**config.mk**
```make
export PLATFORM = sky130hd
export DESIGN_NAME = awb_gain_sched_flat
export DESIGN_NICKNAME = d
export VERILOG_FILES = /design/src/rtl/awb_gain_sched_if.sv /design/src/rtl/awb_gain_sched.sv /design/src/flat_wrapper.sv
export SDC_FILE = /design/constraint.sdc
export NUM_CORES = 1
export LEC_CHECK = 0
export BUFFER_PORTS_ARGS = -buffer_cell sky130_fd_sc_hd__clkbuf_2
export CORE_ASPECT_RATIO = 0.6
export CORE_MARGIN = 1
export CORE_UTILIZATION = 30
export CTS_CLUSTER_SIZE = 40
export DETAILED_ROUTE_END_ITERATION = 10
export PLACE_DENSITY = 0.53
export SYNTH_ARGS = -nofsm -noshare
export SYNTH_HDL_FRONTEND = slang
export SYNTH_SLANG_ARGS = --single-unit
```
**constraint.sdc**
```tcl
create_clock -name clk -period 7.8 [get_ports clk]
set_clock_uncertainty 0.1 [all_clocks]
set_input_delay 1.56 -clock clk [delete_from_list [all_inputs] [get_ports clk]]
set_output_delay 1.56 -clock clk [all_outputs]
set_load 0.005 [all_outputs]
```
**src/rtl/awb_gain_sched_if.sv**
```systemverilog
// Purpose: control and gain bus between the AWB gain scheduler and its environment.
//   slave  : scheduler side (takes cfg_*, frame_end, cal_* in; drives cal_sel/cal_direct,
//            committed gains and status out)
//   master : environment side (mirror of slave)
interface awb_gain_sched_if #(
  parameter int unsigned GAIN_W = 8
);
  logic [1:0]        cfg_mode;
  logic              cfg_start;
  logic [GAIN_W-1:0] cfg_r_gain;
  logic [GAIN_W-1:0] cfg_g_gain;
  logic [GAIN_W-1:0] cfg_b_gain;
  logic              frame_end;
  logic              cal_valid;
  logic [GAIN_W-1:0] cal_r_gain;
  logic [GAIN_W-1:0] cal_g_gain;
  logic [GAIN_W-1:0] cal_b_gain;
  logic              cal_sel;
  logic              cal_direct;
  logic [GAIN_W-1:0] r_gain_out;
  logic [GAIN_W-1:0] g_gain_out;
  logic [GAIN_W-1:0] b_gain_out;
  logic              gain_update;
  logic              busy;
  logic              done;
  logic              tmo_err;

  modport master (
    output cfg_mode, cfg_start, cfg_r_gain, cfg_g_gain, cfg_b_gain,
           frame_end, cal_valid, cal_r_gain, cal_g_gain, cal_b_gain,
    input  cal_sel, cal_direct, r_gain_out, g_gain_out, b_gain_out,
           gain_update, busy, done, tmo_err
  );

  modport slave (
    input  cfg_mode, cfg_start, cfg_r_gain, cfg_g_gain, cfg_b_gain,
           frame_end, cal_valid, cal_r_gain, cal_g_gain, cal_b_gain,
    output cal_sel, cal_direct, r_gain_out, g_gain_out, b_gain_out,
           gain_update, busy, done, tmo_err
  );
endinterface

```
**src/rtl/awb_gain_sched.sv**
```systemverilog
// Purpose: frame-synchronous AWB gain scheduler. Sequences the gain calculator through
//   bypass / manual / auto-continuous / auto-one-shot, captures calculated gains and
//   commits slew-limited r/g/b gains only on frame_end so a frame never mixes gain sets.
// Ports:
//   clk   : pixel clock
//   rst_n : async active-low reset
//   bus   : awb_gain_sched_if.slave (config, frame_end, calculator handshake, gains, status)
module awb_gain_sched #(
  parameter int unsigned GAIN_W     = 8,
  parameter int unsigned UNITY      = 128,
  parameter int unsigned FRAME_SKIP = 2,
  parameter int unsigned STEP_MAX   = 8,
  parameter int unsigned TMO_FRAMES = 3
) (
  input  logic              clk,
  input  logic              rst_n,
  awb_gain_sched_if.slave   bus
);

  localparam int unsigned SKIP_W = (FRAME_SKIP > 1) ? $clog2(FRAME_SKIP + 1) : 1;
  localparam int unsigned TMO_W  = (TMO_FRAMES > 1) ? $clog2(TMO_FRAMES + 1) : 1;
  localparam logic [GAIN_W-1:0]   UNITY_G = GAIN_W'(UNITY);
  localparam logic signed [GAIN_W:0] STEP_P = (GAIN_W+1)'(STEP_MAX);
  localparam logic signed [GAIN_W:0] STEP_N = -STEP_P;

  typedef enum logic [1:0] {S_IDLE, S_SKIP, S_MEAS, S_APPLY} state_t;

  state_t              r_state, w_state_nxt;
  logic [1:0]          r_mode;
  logic [SKIP_W-1:0]   r_skip_cnt, w_skip_nxt;
  logic [TMO_W-1:0]    r_tmo_cnt, w_tmo_nxt;
  logic                r_armed, w_armed_nxt;
  logic [GAIN_W-1:0]   r_tgt_r, r_tgt_g, r_tgt_b;
  logic [GAIN_W-1:0]   r_gain_r, r_gain_g, r_gain_b;
  logic                r_cal_sel, r_cal_direct, r_gain_update, r_busy, r_done, r_tmo_err;

  logic                w_mode_chg, w_commit, w_latch, w_tmo_set, w_done_set, w_done_clr;
  logic [GAIN_W-1:0]   w_src_r, w_src_g, w_src_b;
  logic [GAIN_W-1:0]   w_new_r, w_new_g, w_new_b;
  logic                w_changed, w_hit_tgt;

  // One slew-limited, saturated commit step toward tgt.
  function automatic logic [GAIN_W-1:0] slew(input logic [GAIN_W-1:0] cur,
                                             input logic [GAIN_W-1:0] tgt);
    logic signed [GAIN_W:0]   d;
    logic signed [GAIN_W+1:0] sum;
    logic [GAIN_W-1:0]        res;
    d = $signed({1'b0, tgt}) - $signed({1'b0, cur});
    if (d > STEP_P)      d = STEP_P;
    else if (d < STEP_N) d = STEP_N;
    sum = $signed({2'b00, cur}) + $signed({d[GAIN_W], d});
    if (sum[GAIN_W+1])    res = '0;
    else if (sum[GAIN_W]) res = '1;
    else                  res = sum[GAIN_W-1:0];
    return res;
  endfunction

  // A mode change is only recognised on frame_end, where cfg_mode is sampled.
  assign w_mode_chg = bus.frame_end && (bus.cfg_mode != r_mode);

  // Commit source: latched calculator result in APPLY, else bypass/manual target.
  assign w_src_r = (r_state == S_APPLY) ? r_tgt_r : (r_mode == 2'b01 ? bus.cfg_r_gain : UNITY_G);
  assign w_src_g = (r_state == S_APPLY) ? r_tgt_g : (r_mode == 2'b01 ? bus.cfg_g_gain : UNITY_G);
  assign w_src_b = (r_state == S_APPLY) ? r_tgt_b : (r_mode == 2'b01 ? bus.cfg_b_gain : UNITY_G);

  assign w_new_r   = slew(r_gain_r, w_src_r);
  assign w_new_g   = slew(r_gain_g, w_src_g);
  assign w_new_b   = slew(r_gain_b, w_src_b);
  assign w_changed = (w_new_r != r_gain_r) || (w_new_g != r_gain_g) || (w_new_b != r_gain_b);
  assign w_hit_tgt = (w_new_r == r_tgt_r) && (w_new_g == r_tgt_g) && (w_new_b == r_tgt_b);

  // State register
  always_ff @(posedge clk or negedge rst_n) begin
    if (!rst_n) r_state <= S_IDLE;
    else        r_state <= w_state_nxt;
  end

  // Next-state and control decode
  always_comb begin
    w_state_nxt = r_state;
    w_skip_nxt  = r_skip_cnt;
    w_tmo_nxt   = r_tmo_cnt;
    w_armed_nxt = r_armed;
    w_commit    = 1'b0;
    w_latch     = 1'b0;
    w_tmo_set   = 1'b0;
    w_done_set  = 1'b0;
    w_done_clr  = 1'b0;
    if (w_mode_chg) begin
      w_state_nxt = S_IDLE;
      w_skip_nxt  = '0;
      w_tmo_nxt   = '0;
      w_armed_nxt = 1'b0;
    end else begin
      case (r_state)
        S_IDLE: begin
          if (!r_mode[1]) begin
            w_commit = bus.frame_end;
          end else if (r_mode == 2'b10) begin
            if (bus.frame_end) begin
              w_state_nxt = S_SKIP;
              w_skip_nxt  = '0;
            end
          end else begin
            if (bus.cfg_start) begin
              w_armed_nxt = 1'b1;
              w_done_clr  = 1'b1;
            end
            if (bus.frame_end && r_armed) begin
              w_state_nxt = S_SKIP;
              w_skip_nxt  = '0;
              w_armed_nxt = 1'b0;
            end
          end
        end
        S_SKIP: begin
          if (bus.frame_end) begin
            if (r_skip_cnt == SKIP_W'(FRAME_SKIP - 1)) begin
              w_state_nxt = S_MEAS;
              w_skip_nxt  = '0;
              w_tmo_nxt   = '0;
            end else begin
              w_skip_nxt = r_skip_cnt + SKIP_W'(1);
            end
          end
        end
        S_MEAS: begin
          // A result arriving on the frame_end cycle beats the timeout count.
          if (bus.cal_valid) begin
            w_latch     = 1'b1;
            w_state_nxt = S_APPLY;
          end else if (bus.frame_end) begin
            if (r_tmo_cnt == TMO_W'(TMO_FRAMES - 1)) begin
              w_tmo_set   = 1'b1;
              w_tmo_nxt   = '0;
              w_skip_nxt  = '0;
              w_state_nxt = (r_mode == 2'b11) ? S_IDLE : S_SKIP;
            end else begin
              w_tmo_nxt = r_tmo_cnt + TMO_W'(1);
            end
          end
        end
        S_APPLY: begin
          if (bus.frame_end) begin
            w_commit   = 1'b1;
            w_skip_nxt = '0;
            if (r_mode == 2'b11 && w_hit_tgt) begin
              w_done_set  = 1'b1;
              w_state_nxt = S_IDLE;
            end else begin
              w_state_nxt = S_SKIP;
            end
          end
        end
        default: w_state_nxt = S_IDLE;
      endcase
    end
  end

  // Datapath and registered outputs
  always_ff @(posedge clk or negedge rst_n) begin
    if (!rst_n) begin
      r_mode        <= 2'b00;
      r_skip_cnt    <= '0;
      r_tmo_cnt     <= '0;
      r_armed       <= 1'b0;
      r_tgt_r       <= UNITY_G;
      r_tgt_g       <= UNITY_G;
      r_tgt_b       <= UNITY_G;
      r_gain_r      <= UNITY_G;
      r_gain_g      <= UNITY_G;
      r_gain_b      <= UNITY_G;
      r_cal_sel     <= 1'b0;
      r_cal_direct  <= 1'b1;
      r_gain_update <= 1'b0;
      r_busy        <= 1'b0;
      r_done        <= 1'b0;
      r_tmo_err     <= 1'b0;
    end else begin
      if (bus.frame_end) r_mode <= bus.cfg_mode;
      r_skip_cnt <= w_skip_nxt;
      r_tmo_cnt  <= w_tmo_nxt;
      r_armed    <= w_armed_nxt;
      if (w_latch) begin
        r_tgt_r <= bus.cal_r_gain;
        r_tgt_g <= bus.cal_g_gain;
        r_tgt_b <= bus.cal_b_gain;
      end
      if (w_commit) begin
        r_gain_r <= w_new_r;
        r_gain_g <= w_new_g;
        r_gain_b <= w_new_b;
      end
      r_cal_sel <= w_mode_chg;
      if (w_mode_chg) r_cal_direct <= ~bus.cfg_mode[1];
      r_gain_update <= w_commit && w_changed;
      r_busy        <= (w_state_nxt != S_IDLE);
      if (w_mode_chg || w_done_clr) r_done <= 1'b0;
      else if (w_done_set)          r_done <= 1'b1;
      if (w_mode_chg)     r_tmo_err <= 1'b0;
      else if (w_tmo_set) r_tmo_err <= 1'b1;
    end
  end

  assign bus.cal_sel     = r_cal_sel;
  assign bus.cal_direct  = r_cal_direct;
  assign bus.r_gain_out  = r_gain_r;
  assign bus.g_gain_out  = r_gain_g;
  assign bus.b_gain_out  = r_gain_b;
  assign bus.gain_update = r_gain_update;
  assign bus.busy        = r_busy;
  assign bus.done        = r_done;
  assign bus.tmo_err     = r_tmo_err;

endmodule

```
**src/flat_wrapper.sv**
```systemverilog
// flat-port wrapper written by rule: the top's interface ports become plain ports
module awb_gain_sched_flat 
#(
  parameter int unsigned GAIN_W     = 8,
  parameter int unsigned UNITY      = 128,
  parameter int unsigned FRAME_SKIP = 2,
  parameter int unsigned STEP_MAX   = 8,
  parameter int unsigned TMO_FRAMES = 3
)
  (clk, rst_n, bus_cfg_mode, bus_cfg_start, bus_cfg_r_gain, bus_cfg_g_gain, bus_cfg_b_gain, bus_frame_end, bus_cal_valid, bus_cal_r_gain, bus_cal_g_gain, bus_cal_b_gain, bus_cal_sel, bus_cal_direct, bus_r_gain_out, bus_g_gain_out, bus_b_gain_out, bus_gain_update, bus_busy, bus_done, bus_tmo_err);
  awb_gain_sched_if #(.GAIN_W(GAIN_W)) bus_i ();
  input  logic clk;
  input  logic rst_n;
  input wire logic [$bits(bus_i.cfg_mode)-1:0] bus_cfg_mode;
  input wire logic [$bits(bus_i.cfg_start)-1:0] bus_cfg_start;
  input wire logic [$bits(bus_i.cfg_r_gain)-1:0] bus_cfg_r_gain;
  input wire logic [$bits(bus_i.cfg_g_gain)-1:0] bus_cfg_g_gain;
  input wire logic [$bits(bus_i.cfg_b_gain)-1:0] bus_cfg_b_gain;
  input wire logic [$bits(bus_i.frame_end)-1:0] bus_frame_end;
  input wire logic [$bits(bus_i.cal_valid)-1:0] bus_cal_valid;
  input wire logic [$bits(bus_i.cal_r_gain)-1:0] bus_cal_r_gain;
  input wire logic [$bits(bus_i.cal_g_gain)-1:0] bus_cal_g_gain;
  input wire logic [$bits(bus_i.cal_b_gain)-1:0] bus_cal_b_gain;
  output wire logic [$bits(bus_i.cal_sel)-1:0] bus_cal_sel;
  output wire logic [$bits(bus_i.cal_direct)-1:0] bus_cal_direct;
  output wire logic [$bits(bus_i.r_gain_out)-1:0] bus_r_gain_out;
  output wire logic [$bits(bus_i.g_gain_out)-1:0] bus_g_gain_out;
  output wire logic [$bits(bus_i.b_gain_out)-1:0] bus_b_gain_out;
  output wire logic [$bits(bus_i.gain_update)-1:0] bus_gain_update;
  output wire logic [$bits(bus_i.busy)-1:0] bus_busy;
  output wire logic [$bits(bus_i.done)-1:0] bus_done;
  output wire logic [$bits(bus_i.tmo_err)-1:0] bus_tmo_err;
  assign bus_i.cfg_mode = bus_cfg_mode;
  assign bus_i.cfg_start = bus_cfg_start;
  assign bus_i.cfg_r_gain = bus_cfg_r_gain;
  assign bus_i.cfg_g_gain = bus_cfg_g_gain;
  assign bus_i.cfg_b_gain = bus_cfg_b_gain;
  assign bus_i.frame_end = bus_frame_end;
  assign bus_i.cal_valid = bus_cal_valid;
  assign bus_i.cal_r_gain = bus_cal_r_gain;
  assign bus_i.cal_g_gain = bus_cal_g_gain;
  assign bus_i.cal_b_gain = bus_cal_b_gain;
  assign bus_cal_sel = bus_i.cal_sel;
  assign bus_cal_direct = bus_i.cal_direct;
  assign bus_r_gain_out = bus_i.r_gain_out;
  assign bus_g_gain_out = bus_i.g_gain_out;
  assign bus_b_gain_out = bus_i.b_gain_out;
  assign bus_gain_update = bus_i.gain_update;
  assign bus_busy = bus_i.busy;
  assign bus_done = bus_i.done;
  assign bus_tmo_err = bus_i.tmo_err;
  awb_gain_sched #(.GAIN_W(GAIN_W), .UNITY(UNITY), .FRAME_SKIP(FRAME_SKIP), .STEP_MAX(STEP_MAX), .TMO_FRAMES(TMO_FRAMES)) u_core (.clk(clk), .rst_n(rst_n), .bus(bus_i));
endmodule
```
==> results.md, run 1 <==
* Endpoints failing setup at 0
* Vias in the first global route at 6,576
* Uppermost routed layer: met4
* Clock tree buffer depth at 2
* Vias per cell at 5.55
* Run status: complete, no violations
* Post-synth EDFFs at 0
* Area grow syn2layout at 17.5%
* WL met3 at 2030 um
* Largest area contributor in the netlist: dfrtp_1
* Slew HR at 0.362
* Endpoint class of the critical path: register
* Synthesized area per cell at roughly 8 sq um
* Net count, final at 1,115
* # rows at 43
* HPWL after detailed placement at roughly 20,000 um
* Worst skew pair latency at 0.34 ns
* Slew Viols, Final at 0
* Reg2reg end: u_core.bus.busy
* Hold-fix buffers, CTS at 0
* Filler cells at around 2,500
* WL/cell at 18.7 um
* Hold EP: u_core.bus.cal_direct
* R2r setup slk at 0.45 ns
* Slew @ Worst Pin at 0.957 ns
* Mapped Nets at 1,020
* Worst setup startpoint: bus_cfg_b_gain[0]
* Num CTS Buffers at 9
* GP Congestion at 0.894
* N_diodes at 0
* Core area at 23,300 sq um
* Starting Density at 0.310
* Worst hold path type: reg -> reg
* Synth Flop Type: dfrtp_1
* Layout cells sized above 1 at 0.209
* Post-synthesis sequential area ratio at 0.219
* CP arrival at 7.59 ns
* Required @ worst endpoint at 7.93 ns
* CP Max Fanout at 13
* Cell variety after synth at 86
* Via count at 7,307
* Clock-pin slew on the worst setup and hold paths at 0.06 ns
* Clk root buf: clkbuf_16
* Hold Crit Start: u_core.bus.cal_direct
* Cell area after synthesis at 7230 sq um
* Wire length on met2 at 9390 um
* I/O Buffers at 84
* Worst slack at placement at -0.235 ns
* DR pass1 iterations at 6
* DRC Markers at 0
* Antenna Nets Post-Route at 0
* Max cap viols at 0
* Setup WS post-layout at 0.337 ns
* IO Count at 85
* DR iter-0 viols at about 800
* Fmax at 134 MHz
* Grt total ovfl at 0
* Count leader, synth: nand2_1
* Die width at slightly above 200 um
* Final period util at 0.957
* Share of the synthesized area in the top cell type at 0.194
* Largest net degree at the start of global routing at 64
* Routed WL at approximately 25,000 um
* DIE AREA at 24,700 sq um
* Cells on worst reg2reg path at 26
* FF-to-FF Start: u_core.r_state[1]
* Clock sinks at 63
* CTS tree: done
* FF+latch count, synth at 63
* Yosys warning count at 0
* Synthesized instance count at 902
* Synth cell count leaders: nand2_1, nor2_1, o21ai_0
* Global-route usage over all layers at 0.203
* Crit path time final at 7.46 ns
* Final hold violation count at 0
* Hold path cells at 2
* Die H at 122 um
* Top cells by area, synth: dfrtp_1, ha_1, o21ai_0
* Crit Path Category: in -> reg
* Ys async rst share at 1.00
* Met1 wire length at 13,200 um
* H-tree depth at 3
* Startpoint types: input port
* Number of antenna violations at the first check in global routing at 0
* First-pass GRT wire length at 38,300 um
==> cells by family after synthesis <==
kind of cell / Yosys count / synth area share
AO/OA/AOI/OAI: 267 / 0.258
flip-flops: 63 / 0.219
XOR/XNOR: 63 / 0.0763
AND/OR/NAND/NOR: 322 / 0.224
buffers and inverters: 84 / 0.0465
adder cells (fa/ha/maj): 63 / 0.115
multiplexers: 40 / 0.0607
==> worst max-delay path by stage <==
stage | cells past startpoint | endpoint
global placement | 29 | u_core.bus.busy
global route | 29 | u_core.r_state[0]
detailed placement | 29 | u_core.bus.busy
floorplan | 24 | u_core.bus.busy
CTS | 29 | u_core.bus.busy
finish | 25 | u_core.bus.busy
==> state kept, by name, summed over array words and instances, names as in the netlist <==
register and cells:
u_core.r_tgt_r 8, u_core.bus.gain_update 1, u_core.r_state 2, u_core.bus.g_gain_out 8, u_core.bus.done 1, u_core.r_tgt_g 8
u_core.bus.b_gain_out 8, u_core.bus.cal_sel 1, u_core.r_tmo_cnt 2, u_core.bus.r_gain_out 8, u_core.bus.busy 1, u_core.r_armed 1
u_core.r_tgt_b 8, u_core.bus.tmo_err 1, u_core.r_mode 2, u_core.r_skip_cnt 2, u_core.bus.cal_direct 1
==> repair_timing <==
action,4_1_cts,5_1_grt
buffers inserted,0,0
setup endpoints to repair,0,3
endpoints found under the hold margin,0,0
resized for setup,0,11
==> stage by stage <==
step	hold WS [ns]	cells	util	TNS [ns]	area (sq um)
global route	0.398	1317	0.364	-0.150	8490
detailed placement	0.376	1301	0.349	-0.462	8150
CTS	0.385	1317	0.362	0	8450
finish	0.377	1317	0.364	0	8490
floorplan	0.357	902	-	0	7230
global placement	0.367	1301	0.349	-0.301	8150
==> layer usage <==
layer / GRT usage / vias to the layer above
met3: 0.0435 / 9
met2: 0.269 / 287
li1: - / 3538
met4: 0.0235 / 0
met1: 0.329 / 3473
met5: 0 / -
==> critical path, stage by stage <==
cell and delay (ns):
clkbuf_2 0.08, a22oi_1 0.11, ha_1 0.26, fa_1 0.40, nand2b_1 0.21, a211oi_4 0.32, nor3_1 0.14, nor4_1 0.32
nand4_1 0.14, ha_1 0.35, nand2b_1 0.17, nor2_1 0.06, ha_1 0.21, fa_1 0.42, a21oi_2 0.23, o2111ai_1 0.19
a21o_1 0.37, or3_1 0.41, o211ai_2 0.12, xor2_1 0.28, nand4_1 0.12, or4_1 0.44, nor4_2 0.41, buf_4 0.18
o21ai_1 0.05
==> final cells by class <==
type / instances / area, sq um / area share
clock inverters: 7 / 72.6 / 0.00854
well taps: 315 / 394 / 0.0464
flip-flops and latches: 63 / 1590 / 0.187
multi-input cells: 755 / 5360 / 0.632
repair buffers: 115 / 653 / 0.0769
inverters: 53 / 199 / 0.0234
clock buffers: 9 / 225 / 0.0265
==> cells in the final DEF, fill, tap and decap left out, types with 6 or more instances in the layout <==
| cell | count |
|---|---|
| nand2_1 | 84 |
| clkbuf_2 | 83 |
| nor2_1 | 82 |
| o21ai_0 | 64 |
| ha_1 | 57 |
| dfrtp_1 | 56 |
| inv_1 | 50 |
| a21oi_1 | 46 |
| xnor2_1 | 36 |
| buf_4 | 31 |
| mux2_2 | 27 |
| xor2_1 | 26 |
| nor3_1 | 25 |
| nand4_1 | 18 |
| a21o_1 | 17 |
| o21a_1 | 17 |
| a22o_1 | 16 |
| nand3_1 | 16 |
| nand2b_1 | 15 |
| nor4_1 | 12 |
| mux2i_1 | 12 |
| and3_1 | 10 |
| o21ai_1 | 9 |
| or3_1 | 9 |
| clkbuf_16 | 9 |
| a211oi_1 | 8 |
| a21boi_0 | 8 |
| nand3b_1 | 7 |
| nand4b_1 | 7 |
| dfstp_2 | 7 |
| a31oi_1 | 6 |
| or2_2 | 6 |
| o22ai_1 | 6 |
| o211ai_1 | 6 |
| fa_1 | 6 |
Power of run 1 is left out: the tool's default activity adds up to more than one toggle a clock period on the data nets, which glitch-free logic cannot reach.
==> run 2: changes to the inputs <==
==> constraint.sdc (replaced) <==
create_clock -name clk -period 7.8 [get_ports clk]
set_clock_uncertainty 0.1 [all_clocks]
set_input_delay 0.39 -clock clk [delete_from_list [all_inputs] [get_ports clk]]
set_output_delay 0.39 -clock clk [all_outputs]
set_load 0.005 [all_outputs]
==> run 2 against run 1 <==
Die area did not move. Via count fell by 1.3%. Critical path depth did not move. First-iteration DRC count fell by 6.5%. Global-route usage fell by 0.094 points. Cell area fell by 1.8%. Maximum frequency rose by 0.12%. Non-clock buffer count fell by 17. Worst hold slack got worse by 0.27 ns. Routed wire length rose by 0.72%. Highest routed layer unchanged.
==> results.md, run 2 (synthesis results as in run 1) <==
* DRC Markers at 0
* Routed WL at 24,900 um
* Vias in the first global route at 6,437
* Via count at about 7,200
* WL/cell at 19.1 um
* Layout cells sized above 1 at 0.191
* DR pass1 iterations at 6
* Worst hold path type: in -> async
* Net count, final at 1,098
* Hold-fix buffers, CTS at 0
* Number of antenna violations at the first check in global routing at 0
* HPWL after detailed placement at 20,000 um
* CTS tree: done
* CP bufs+invs at 1
* CP Max Fanout at 14
* CP arrival at 7.64 ns
* Filler cells at 2,486
* Max cap viols at 0
* Num CTS Buffers at 9
* Slowest Stage Delay on Critical Path at 0.52 ns
* Setup TNS at 0 ns
* I/O Buffers at 84
* Crit-path most repeated cell: ha_1
* Grt total ovfl at 0
* Slew Viols, Final at 0
* Clock tree buffer depth at 2
* Endpoints failing setup at 0
* Endpoint class of the critical path: register
* Crit Path Category: reg -> reg
* Area grow syn2layout at 15.3%
* Die width at 202 um
* Slowest cell on crit path: or4_1
* Slew @ Worst Pin at 1.04 ns
* Commonest cells after routing, fill and taps aside: nand2_1, clkbuf_2, nor2_1, o21ai_0, ha_1
* Crit path time final at 7.45 ns
* RSZ-0062 raised after global routing: no
* Clock-pin slew on the worst setup and hold paths at 0.07 ns
* GP Congestion at 0.904
* IO Count at 85
* Clock sinks at between 60 and 70
* Startpoint types: register
* Vias per cell at 5.55
* Final period util at 0.956
* Die H at 122 um
* N_diodes at 0
* Fmax at 134 MHz
* Global-route usage over all layers at 0.202
* Final core occ at 0.357
* Core area at 23,300 sq um
* Total setup buffers inserted after CTS at 0
* Starting Density at 0.310
* DR iter-0 viols at 734
* Clk root buf: clkbuf_16
* Slew HR at 0.306
* First-pass GRT wire length at 38,000 um
* Worst skew pair latency at 0.36 ns
* Largest net degree at the start of global routing at 64
* # rows at 43
* Final hold violation count at 0
* Run status: complete, no violations
* Most common cell after layout, fill and taps aside: nand2_1
* Antenna Nets Post-Route at 0
* CP top delay family: simple AND/OR/NAND/NOR gates
* H-tree depth at 3
* DIE AREA at 24,700 sq um
* Required @ worst endpoint at 7.99 ns
-- run 2: final timing paths --
kind	start	end	slack, ns	cells after the start
setup / recovery	u_core.r_state[0]	u_core.bus.done	0.35	25
hold / removal	rst_n	u_core.bus.r_gain_out[1]	0.11	2
setup reg to reg	u_core.r_state[0]	u_core.bus.done	0.35	25
hold reg to reg	u_core.bus.cal_direct	u_core.bus.cal_direct	0.39	2
max in group asynchronous	rst_n	u_core.bus.g_gain_out[6]	6.86	2
min in group clk	bus_cal_b_gain[6]	u_core.r_tgt_b[6]	0.14	3
-- run 2: timing repair --
action,4_1_cts,5_1_grt
gates resized for setup,0,3
hold endpoints to repair,0,0
setup endpoints to repair,0,3
-- run 2: worst register-to-register path: stages, from the launching register on --
cell and delay [ns]:
dfrtp_1 0.41, ha_1 0.25, nor3_2 0.26, buf_4 0.29, a22oi_1 0.14, ha_1 0.22
fa_1 0.39, nand2b_1 0.18, a211oi_1 0.31, nor2_1 0.10, xnor2_1 0.42, nand4_1 0.17
ha_1 0.43, nor3_1 0.09, ha_1 0.22, fa_1 0.40, a21o_1 0.21, a22o_1 0.27
o21ai_1 0.47, nand2_1 0.22, or4_1 0.44, nand4_1 0.21, o311ai_0 0.19, or3_1 0.34
or4_1 0.52, o21ai_1 0.14
-- run 2: area by class of cell --
cell class,instances,area [sq um],area share
multi-input cells,755,5330,0.639
well taps,315,394,0.0473
clock inverters,7,77.6,0.00930
repair buffers,98,526,0.0630
clock buffers,9,225,0.0270
flip-flops and latches,63,1590,0.190
inverters,53,199,0.0239
-- run 2: metal layers --
layer  vias to the layer above  global-route usage  share of wire
li1                       3480                   -              -
met1                      3415               0.321           0.53
met2                       294               0.260           0.38
met3                        21              0.0544          0.084
met4                         0              0.0399          0.013
met5                         -                   0              0
-- run 2: through the flow --
stage / setup slack (ns) / cell area (sq um) / hold WS [ns] / std cells
finish: 0.346 / 8340 / 0.111 / 1300
global route: 0.00585 / 8340 / 0.158 / 1300
CTS: 0.392 / 8320 / 0.142 / 1300
detailed placement: 0.438 / 8020 / 0.378 / 1284
global placement: 0.492 / 8020 / 0.370 / 1284
floorplan: 0.934 / 7230 / -0.00559 / 902
Power of run 2 is left out for the same reason.
